File: src/rtl/lbmem_ctrl.sv
// Line-buffer sequencer: purge after reset, stream one frame in, pad-flush the tail.
// Optional LBMEM_CTRL_MARKERS_EN adds out_eol/out_eof framing markers.
`timescale 1ns/1ps
module lbmem_ctrl #(
  parameter int unsigned       WIDTH = 16,
  parameter int unsigned       IMG_W = 64,
  parameter int unsigned       IMG_H = 64,
  parameter int unsigned       FILL  = 8,
  parameter logic [WIDTH-1:0]  PAD   = '0
) (
  input  logic             CLK,
  input  logic             RESET,
  input  logic             start,
  output logic             busy,
  output logic             done,
  input  logic [WIDTH-1:0] in_data,
  input  logic             in_valid,
  output logic             in_ready,
  output logic [WIDTH-1:0] out_data,
  output logic             out_valid,
`ifdef LBMEM_CTRL_MARKERS_EN
  output logic             out_eol,
  output logic             out_eof,
`endif
  output logic [WIDTH-1:0] lb_wdata,
  output logic             lb_wen,
  input  logic [WIDTH-1:0] lb_rdata,
  input  logic             lb_valid
);

  localparam int unsigned NPIX = IMG_W * IMG_H;
  localparam int unsigned CW   = $clog2(NPIX + 1);
  localparam int unsigned PCW  = $clog2(FILL + 1);

  typedef enum logic [2:0] {StPurge, StIdle, StRun, StFlush, StDrain} state_e;

  state_e          r_state, w_state_d;
  logic [CW-1:0]   r_in_cnt, r_out_cnt, w_out_next;
  logic [PCW-1:0]  r_pcnt;
  logic            r_seen, r_done, w_done_d;
  logic            w_wen;
  logic [WIDTH-1:0] w_wdata;

  assign in_ready   = (r_state == StRun) && (r_in_cnt < CW'(NPIX)) && !RESET;
  assign out_valid  = lb_valid && (r_out_cnt != r_in_cnt) && (r_state != StPurge) && !RESET;
  assign out_data   = lb_rdata;
  assign w_out_next = r_out_cnt + CW'(out_valid);
  assign busy       = (r_state != StIdle);
  assign done       = r_done;
  assign lb_wen     = w_wen && !RESET;
  assign lb_wdata   = w_wdata;

  always_comb begin
    w_state_d = r_state;
    w_wen     = 1'b0;
    w_wdata   = PAD;
    w_done_d  = 1'b0;
    unique case (r_state)
      StPurge: begin
        // Pad until the buffer starts streaming, then wait for it to empty.
        if (!r_seen && !lb_valid && (r_pcnt < PCW'(FILL))) w_wen = 1'b1;
        if (r_seen && !lb_valid) w_state_d = StIdle;
      end
      StIdle: begin
        if (start) w_state_d = StRun;
      end
      StRun: begin
        w_wdata = in_data;
        w_wen   = in_valid && in_ready;
        if (w_wen && (r_in_cnt == CW'(NPIX - 1))) w_state_d = StFlush;
      end
      StFlush: begin
        if (w_out_next < r_in_cnt) w_wen = 1'b1;
        else                       w_state_d = StDrain;
      end
      StDrain: begin
        if (!lb_valid) begin
          w_done_d  = 1'b1;
          w_state_d = StIdle;
        end
      end
      default: w_state_d = StPurge;
    endcase
  end

  always_ff @(posedge CLK) begin
    if (RESET) begin
      r_state   <= StPurge;
      r_in_cnt  <= '0;
      r_out_cnt <= '0;
      r_pcnt    <= '0;
      r_seen    <= 1'b0;
      r_done    <= 1'b0;
    end else begin
      r_state <= w_state_d;
      r_done  <= w_done_d;
      if (r_state == StPurge) begin
        if (lb_valid) r_seen <= 1'b1;
        if (lb_wen)   r_pcnt <= r_pcnt + 1'b1;
      end
      if ((r_state == StIdle) && start) begin
        r_in_cnt  <= '0;
        r_out_cnt <= '0;
      end else begin
        if (lb_wen && (r_state == StRun)) r_in_cnt <= r_in_cnt + 1'b1;
        if (out_valid) r_out_cnt <= w_out_next;
      end
    end
  end

`ifdef LBMEM_CTRL_MARKERS_EN
  localparam int unsigned XW = $clog2(IMG_W + 1);
  localparam int unsigned YW = $clog2(IMG_H + 1);

  logic [XW-1:0] r_col;
  logic [YW-1:0] r_row;
  logic          w_last_col;

  assign w_last_col = (r_col == XW'(IMG_W - 1));
  assign out_eol    = out_valid && w_last_col;
  assign out_eof    = out_eol && (r_row == YW'(IMG_H - 1));

  always_ff @(posedge CLK) begin
    if (RESET || ((r_state == StIdle) && start)) begin
      r_col <= '0;
      r_row <= '0;
    end else if (out_valid) begin
      if (w_last_col) begin
        r_col <= '0;
        r_row <= r_row + 1'b1;
      end else begin
        r_col <= r_col + 1'b1;
      end
    end
  end
`endif

endmodule

File: config.mk
export PLATFORM = sky130hd
export DESIGN_NAME = lbmem_ctrl
export DESIGN_NICKNAME = d
export VERILOG_FILES = /design/src/rtl/lbmem_ctrl.sv
export SDC_FILE = /design/constraint.sdc
export NUM_CORES = 1
export LEC_CHECK = 0
export CAP_MARGIN = 40
export CORE_ASPECT_RATIO = 1.25
export CORE_MARGIN = 2
export CORE_UTILIZATION = 48
export DETAILED_ROUTE_END_ITERATION = 16
export GPL_ROUTABILITY_DRIVEN = 0
export PLACE_DENSITY = 0.8
export SLEW_MARGIN = 20
export SYNTH_ARGS = -nofsm -noshare
export SYNTH_HDL_FRONTEND = slang
export SYNTH_SLANG_ARGS = --single-unit
File: constraint.sdc
create_clock -name CLK -period 4.8 [get_ports CLK]
set_clock_uncertainty 0.1 [all_clocks]
set_input_delay 0.48 -clock CLK [delete_from_list [all_inputs] [get_ports CLK]]
set_output_delay 0.48 -clock CLK [all_outputs]
set_load 0.005 [all_outputs]
== Yosys cells after proc, flatten, opt, wreduce, memory -nomap -nowiden ==
Index checks and enable logic that the tools add are counted.
Storage, ports and cells
  flip-flop bits (word level): 35
  output and inout bits: 37
  logic and storage cells: 59
Cells by class
  add/sub/neg operators: 3
  magnitude comparators: 3
  eq/ne operators: 12
  multiplexer cells: 11
  bitwise logic cells: 1
  reduce and logical (&&, ||, !) cells: 23
Operator list (count)
  2-to-1 mux 16 bit: 1
  2-to-1 mux 3 bit: 5
  one-hot mux 3 bit (5 select lines): 1
  adder 13 x 1 -> 13 bit: 1
  adder 13 x 1 -> 13 bit, second input constant: 1
  equality test 13 x 12 -> 1 bit, second input constant: 1
  logical AND 1 bit: 13
  < comparator 13 bit: 1
  < comparator 13 bit, second input constant: 1
  inequality test 13 bit: 1
  inequality test 2 bit, second input constant: 4
  equality test 3 x 2 -> 1 bit, second input constant: 2
  AND reduction 5 bit: 1
  adder 4 x 1 -> 4 bit, second input constant: 1
  < comparator 4 bit, second input constant: 1
  AND reduction 2 bit: 2
  OR reduction 2 bit: 2
  equality test 3 x 1 -> 1 bit, second input constant: 1
  equality test 3 bit, second input constant: 1
  zero test 1 bit: 3
  zero test 3 bit: 1
  2-to-1 mux 1 bit: 3
  inequality test 3 x 1 -> 1 bit, second input constant: 1
  one-hot mux 1 bit (3 select lines): 1
  3 further kinds: 3

== Depth between registers and ports, before layout ==
  depth in word-level cells: 10
  mapped depth: 21

== Worst setup path after synthesis ==
Ideal clock, no wire load.
  kind: register -> output
  from: register r_out_cnt[5]
  to: output lb_wen
  arrival: 3.920 ns
  slack: 0.300 ns
  stages on the path, launching flop included: 21
  path through: dfxtp_1 > clkbuf_1 > xor2_1 > nor4_1 > nand4_1 > o21ai_1 > buf_4 > inv_1 > ha_1 > ha_1 > nand3_1 > or3_1 > nor2_1 > xor2_1 > ha_1 > a21oi_1 > o2111ai_1 > a31oi_2 > a21oi_2 > buf_6 > a2111oi_0
On the way
  word-level cells in the longest chain between the ends: 9
RTL lines
  start: declaration: RTL line 38  | logic [CW-1:0] r_in_cnt, r_out_cnt, w_out_next;
  start signal: assignment: RTL line 106  | if (out_valid) r_out_cnt <= w_out_next;
  inequality test 13 bit: RTL line 45  | assign out_valid = lb_valid && (r_out_cnt != r_in_cnt) && (r_state != StPurge) && !RESET;
  logical AND 1 bit (3 in a row): RTL line 45
  named net out_valid: RTL line 20  | output logic out_valid,
  adder 13 x 1 -> 13 bit: RTL line 47  | assign w_out_next = r_out_cnt + CW'(out_valid);
  named net w_out_next[12]: RTL line 38
  < comparator 13 bit: RTL line 73  | if (w_out_next < r_in_cnt) w_wen = 1'b1;
  2-to-1 mux 1 bit: RTL line 73
  one-hot mux 1 bit (3 select lines): RTL line 58  | unique case (r_state)
  logical AND 1 bit: RTL line 50  | assign lb_wen = w_wen && !RESET;
  end: declaration: RTL line 26  | output logic lb_wen,
The timed path passes the listed nets, and every way through them passes these cells.

== Worst setup path in the final report ==
  from: register r_out_cnt[9]
  to: output lb_wen
On the way
  word-level cells in the longest chain between the ends: 9
RTL lines (RTL line)
  inequality test 13 bit: 45
  logical AND 1 bit (3 in a row): 45
  adder 13 x 1 -> 13 bit *: 47
  named net w_out_next[9]: 38
  < comparator 13 bit *: 73
  2-to-1 mux 1 bit *: 73
  one-hot mux 1 bit (3 select lines) *: 58
  logical AND 1 bit *: 50
The timed path passes the listed nets; every way through them passes the cells marked *.

==> flow_summary.yaml <==
finish:
  nNetsFinal: 413
  post-route-util_pct: 62.76
  n_antenna_cell: 0
  areaGrowthSynthToFinish_pct: 26.75
  fill_cells: 424
  layout-drive-gt1-share_pct: 15.83
worst_setup_path:
  crit_end: "lb_wen"
  r2r_cells: 20
  critPathMaxFanout: 2
  crit_path_end_kind: "primary output"
  reg2reg_to: "r_pcnt[1]"
  r2r-start: "r_out_cnt[9]"
  path_class: "reg -> out"
  crit_path_start: "r_out_cnt[9]"
  crit_required_ns: 4.22
  cp.arrival_ns: 4.00
  start_kind: "flip-flop"
  rrSetupSlack_ns: 0.51
route:
  num_vias: 2385
  viasPerCell: 5.652
  drc: 0
  wl_per_cell_um: 15.53
  drtIter0Drc: 139
  drt-pass1-iter-count: 4
  drt-total-wl_um: 6555
  ant_nets: 0
logic_synthesis:
  syn_area_um2: 2497
  synth_seq_cells: 35
  yosysWarnings: 0
  ys_seq_area_share_pct: 28.06
  yosysUniqueCellTypes: 48
  synth.net_count: 361
  avgSynthCellArea_um2: 8.135
  postSynthCellCount: 307
timing:
  tightest_slew_ns: 0.6494
  slew_viol_final: 0
  worst_hold_slack_ns: 0.3757
  max_slew_margin_pct: 56.55
  max_freq_mhz: 218.1
  finalSetupViolCount: 0
  hold_viol: 0
  post-route-min-period_ns: 4.585
  fin_crit_sh_pct: 95.51
outcome:
  status: "finished, final reports clean"
clocking:
  clk_pin_slew_ns: 0.07
  clk_latency_ns: 0.29
  cts_buffers: 5
  htreeDepth: 2
  cts_sinks: 35
  hold_buffers: 0
  clk_path_buf_depth: 2
  cts_tree: "yes"
  cts_root_buffer: "clkbuf_8"
worst_hold_path:
  hold_class: "reg -> reg"
power_and_ir_drop:
  vdd_ir_drop_max_mv: 0.2201
  pwr-share-seq_pct: 38.6
  clkPwrFrac_pct: 29.1
  power.switching_uw: 258.0
  power.internal_uw: 565.9
  comb_power_share_pct: 32.3
  powerDensity_nw_per_um2: 260.3
  p_total_uw: 823.9
  power.leakage_nw: 1.317
  swShare_pct: 31.31
place:
  io_buffers: 41
  place_hpwl_um: 4849
floorplan:
  initial_core_util_pct: 49.52
  die_x_um: 68.52
  dieArea_um2: 5799
  die_h_um: 84.65
  io_pins: 74
  rows: 29
  core_area_um2: 5044
global_route:
  grt_max_degree: 26
  track_usage_pct: 23.83
  grt_pass1_wl_um: 10560
  grt_remaining_overflow: 0
  antenna_found_initial: 0
  grt_pass1_vias: 2350
flow_run:
  maxCapViolations: 0
-- kinds of logic after synthesis --
family | Yosys count | share of synthesized area [%]
XOR/XNOR | 36 | 12.63
AND/OR/NAND/NOR | 112 | 24.25
AO/OA/AOI/OAI | 53 | 13.63
flip-flops | 35 | 28.06
buffers and inverters | 48 | 10.47
multiplexers | 6 | 2.455
adder cells (fa/ha/maj) | 17 | 8.517
-- sequential cells by signal, summed over array words and instances, names as in the netlist --
name,count
r_in_cnt,13
r_out_cnt,13
r_pcnt,4
r_state,3
done,1
r_seen,1
-- worst max-delay path, stage by stage, from the launching register on --
cell,delay [ns]
dfxtp_1,0.32
xor2_1,0.18
nor4_2,0.37
nand4_1,0.20
o21ai_2,0.18
inv_1,0.08
ha_1,0.20
buf_4,0.14
nand3_1,0.10
nor3_2,0.07
and3_1,0.21
buf_4,0.15
xor2_1,0.14
ha_1,0.29
nand4_1,0.11
o2111ai_1,0.15
a31oi_2,0.24
a21oi_2,0.11
a2111oi_2,0.30
clkbuf_2,0.17
-- area by class of cell --
class,count,area (µm²),area share [%]
Multi-Input combinational cell,224,1551,49.01
Clock buffer,8,100.1,3.162
Tap cell,62,77.57,2.451
Sequential cell,35,700.7,22.13
Inverter,16,60.06,1.897
Timing Repair Buffer,77,675.6,21.34
-- through the flow --
step	setup TNS [ns]	instances	cell area [µm²]	setup slack, ns
after global routing	-0.008297	422	3166	-0.008297
after CTS	0	420	3146	0.1420
after detailed placement	-0.1746	412	3039	-0.1746
final	0	422	3166	0.2153
after floorplan	0	307	2497	0.2999
after global placement	-0.1085	412	3039	-0.1085
-- layer usage --
metal / vias to the layer above / wire (µm) / global-route usage (%)
li1: 1153 / - / -
met1: 1122 / 2544 / 26.33
met2: 90 / 3385 / 40.91
met3: 20 / 403 / 5.362
met4: 0 / 221 / 12.36
met5: - / 0 / 0
-- synthesized netlist by cell type, drive strengths merged --
cell type	number	area, µm²
nand2b	4	25.02
and2	16	100.1
nor2b	2	12.51
nor3b	2	20.02
o21ai	11	55.05
a21o	2	15.01
a31oi	3	25.02
nor4b	1	8.760
a32oi	1	8.760
nand2	13	48.80
mux2i	5	50.05
and2b	1	10.01
a31o	1	8.760
nand3b	1	7.510
o211ai	10	75.07
nand4	8	50.05
nor3	7	40.04
and3	2	12.51
a211oi	2	15.01
a21oi	16	83.83
or4	4	30.03
ha	17	212.7
xnor2	16	140.1
or2	1	6.260
nor4	4	25.02
dfxtp	35	700.7
xor2	20	175.2
mux2	1	11.26
buf	22	163.9
a2111oi	1	8.760
and4	1	8.760
o2111ai	1	8.760
inv	16	60.06
o31ai	4	30.03
o22ai	1	6.260
nor2	29	111.4
clkbuf	10	37.54
nand3	9	45.04
or3	7	43.79
-- cell usage in the layout, fill, tap and decap left out, types with 7 or more instances in the layout --
| cell | instances |
|---|---|
| or3_1 | 7 |
| ha_1 | 17 |
| nand3_1 | 9 |
| xor2_1 | 20 |
| clkdlybuf4s50_1 | 40 |
| dfxtp_1 | 35 |
| buf_4 | 36 |
| clkbuf_8 | 7 |
| o211ai_1 | 10 |
| inv_1 | 14 |
| a21oi_1 | 15 |
| xnor2_1 | 16 |
| and2_1 | 16 |
| nor2_1 | 28 |
| nand4_1 | 8 |
| nand2_1 | 13 |
-- how the worst min path moves through the flow --
stage / slack [ns] / cells past startpoint / from / endpoint
2_1_floorplan: 0.35 / 2 / r_pcnt[3] / r_pcnt[3]
3_3_place_gp: 0.37 / 2 / r_pcnt[3] / r_pcnt[3]
3_5_place_dp: 0.36 / 2 / r_pcnt[3] / r_pcnt[3]
4_1_cts: 0.37 / 2 / r_pcnt[3] / r_pcnt[3]
5_1_grt: 0.41 / 2 / r_pcnt[3] / r_pcnt[3]
6_report: 0.38 / 2 / r_pcnt[3] / r_pcnt[3]
-- repair_timing --
item | in CTS | in global routing
gates resized for setup | 3 | 4
endpoints found under the setup margin | 1 | 1
pin swaps | 0 | 3
setup buffers | 0 | 2
-- power groups by stage --
stage	Sequential (mW)	Clock, mW	Combinational, mW
after CTS	0.318	0.240	0.258
after floorplan	0.324	0	0.156
after global placement	0.323	0	0.252
after detailed placement	0.325	0	0.256
final	0.318	0.240	0.266
after global routing	0.321	0.257	0.286
No activity file was read; power rests on OpenSTA's default activity.
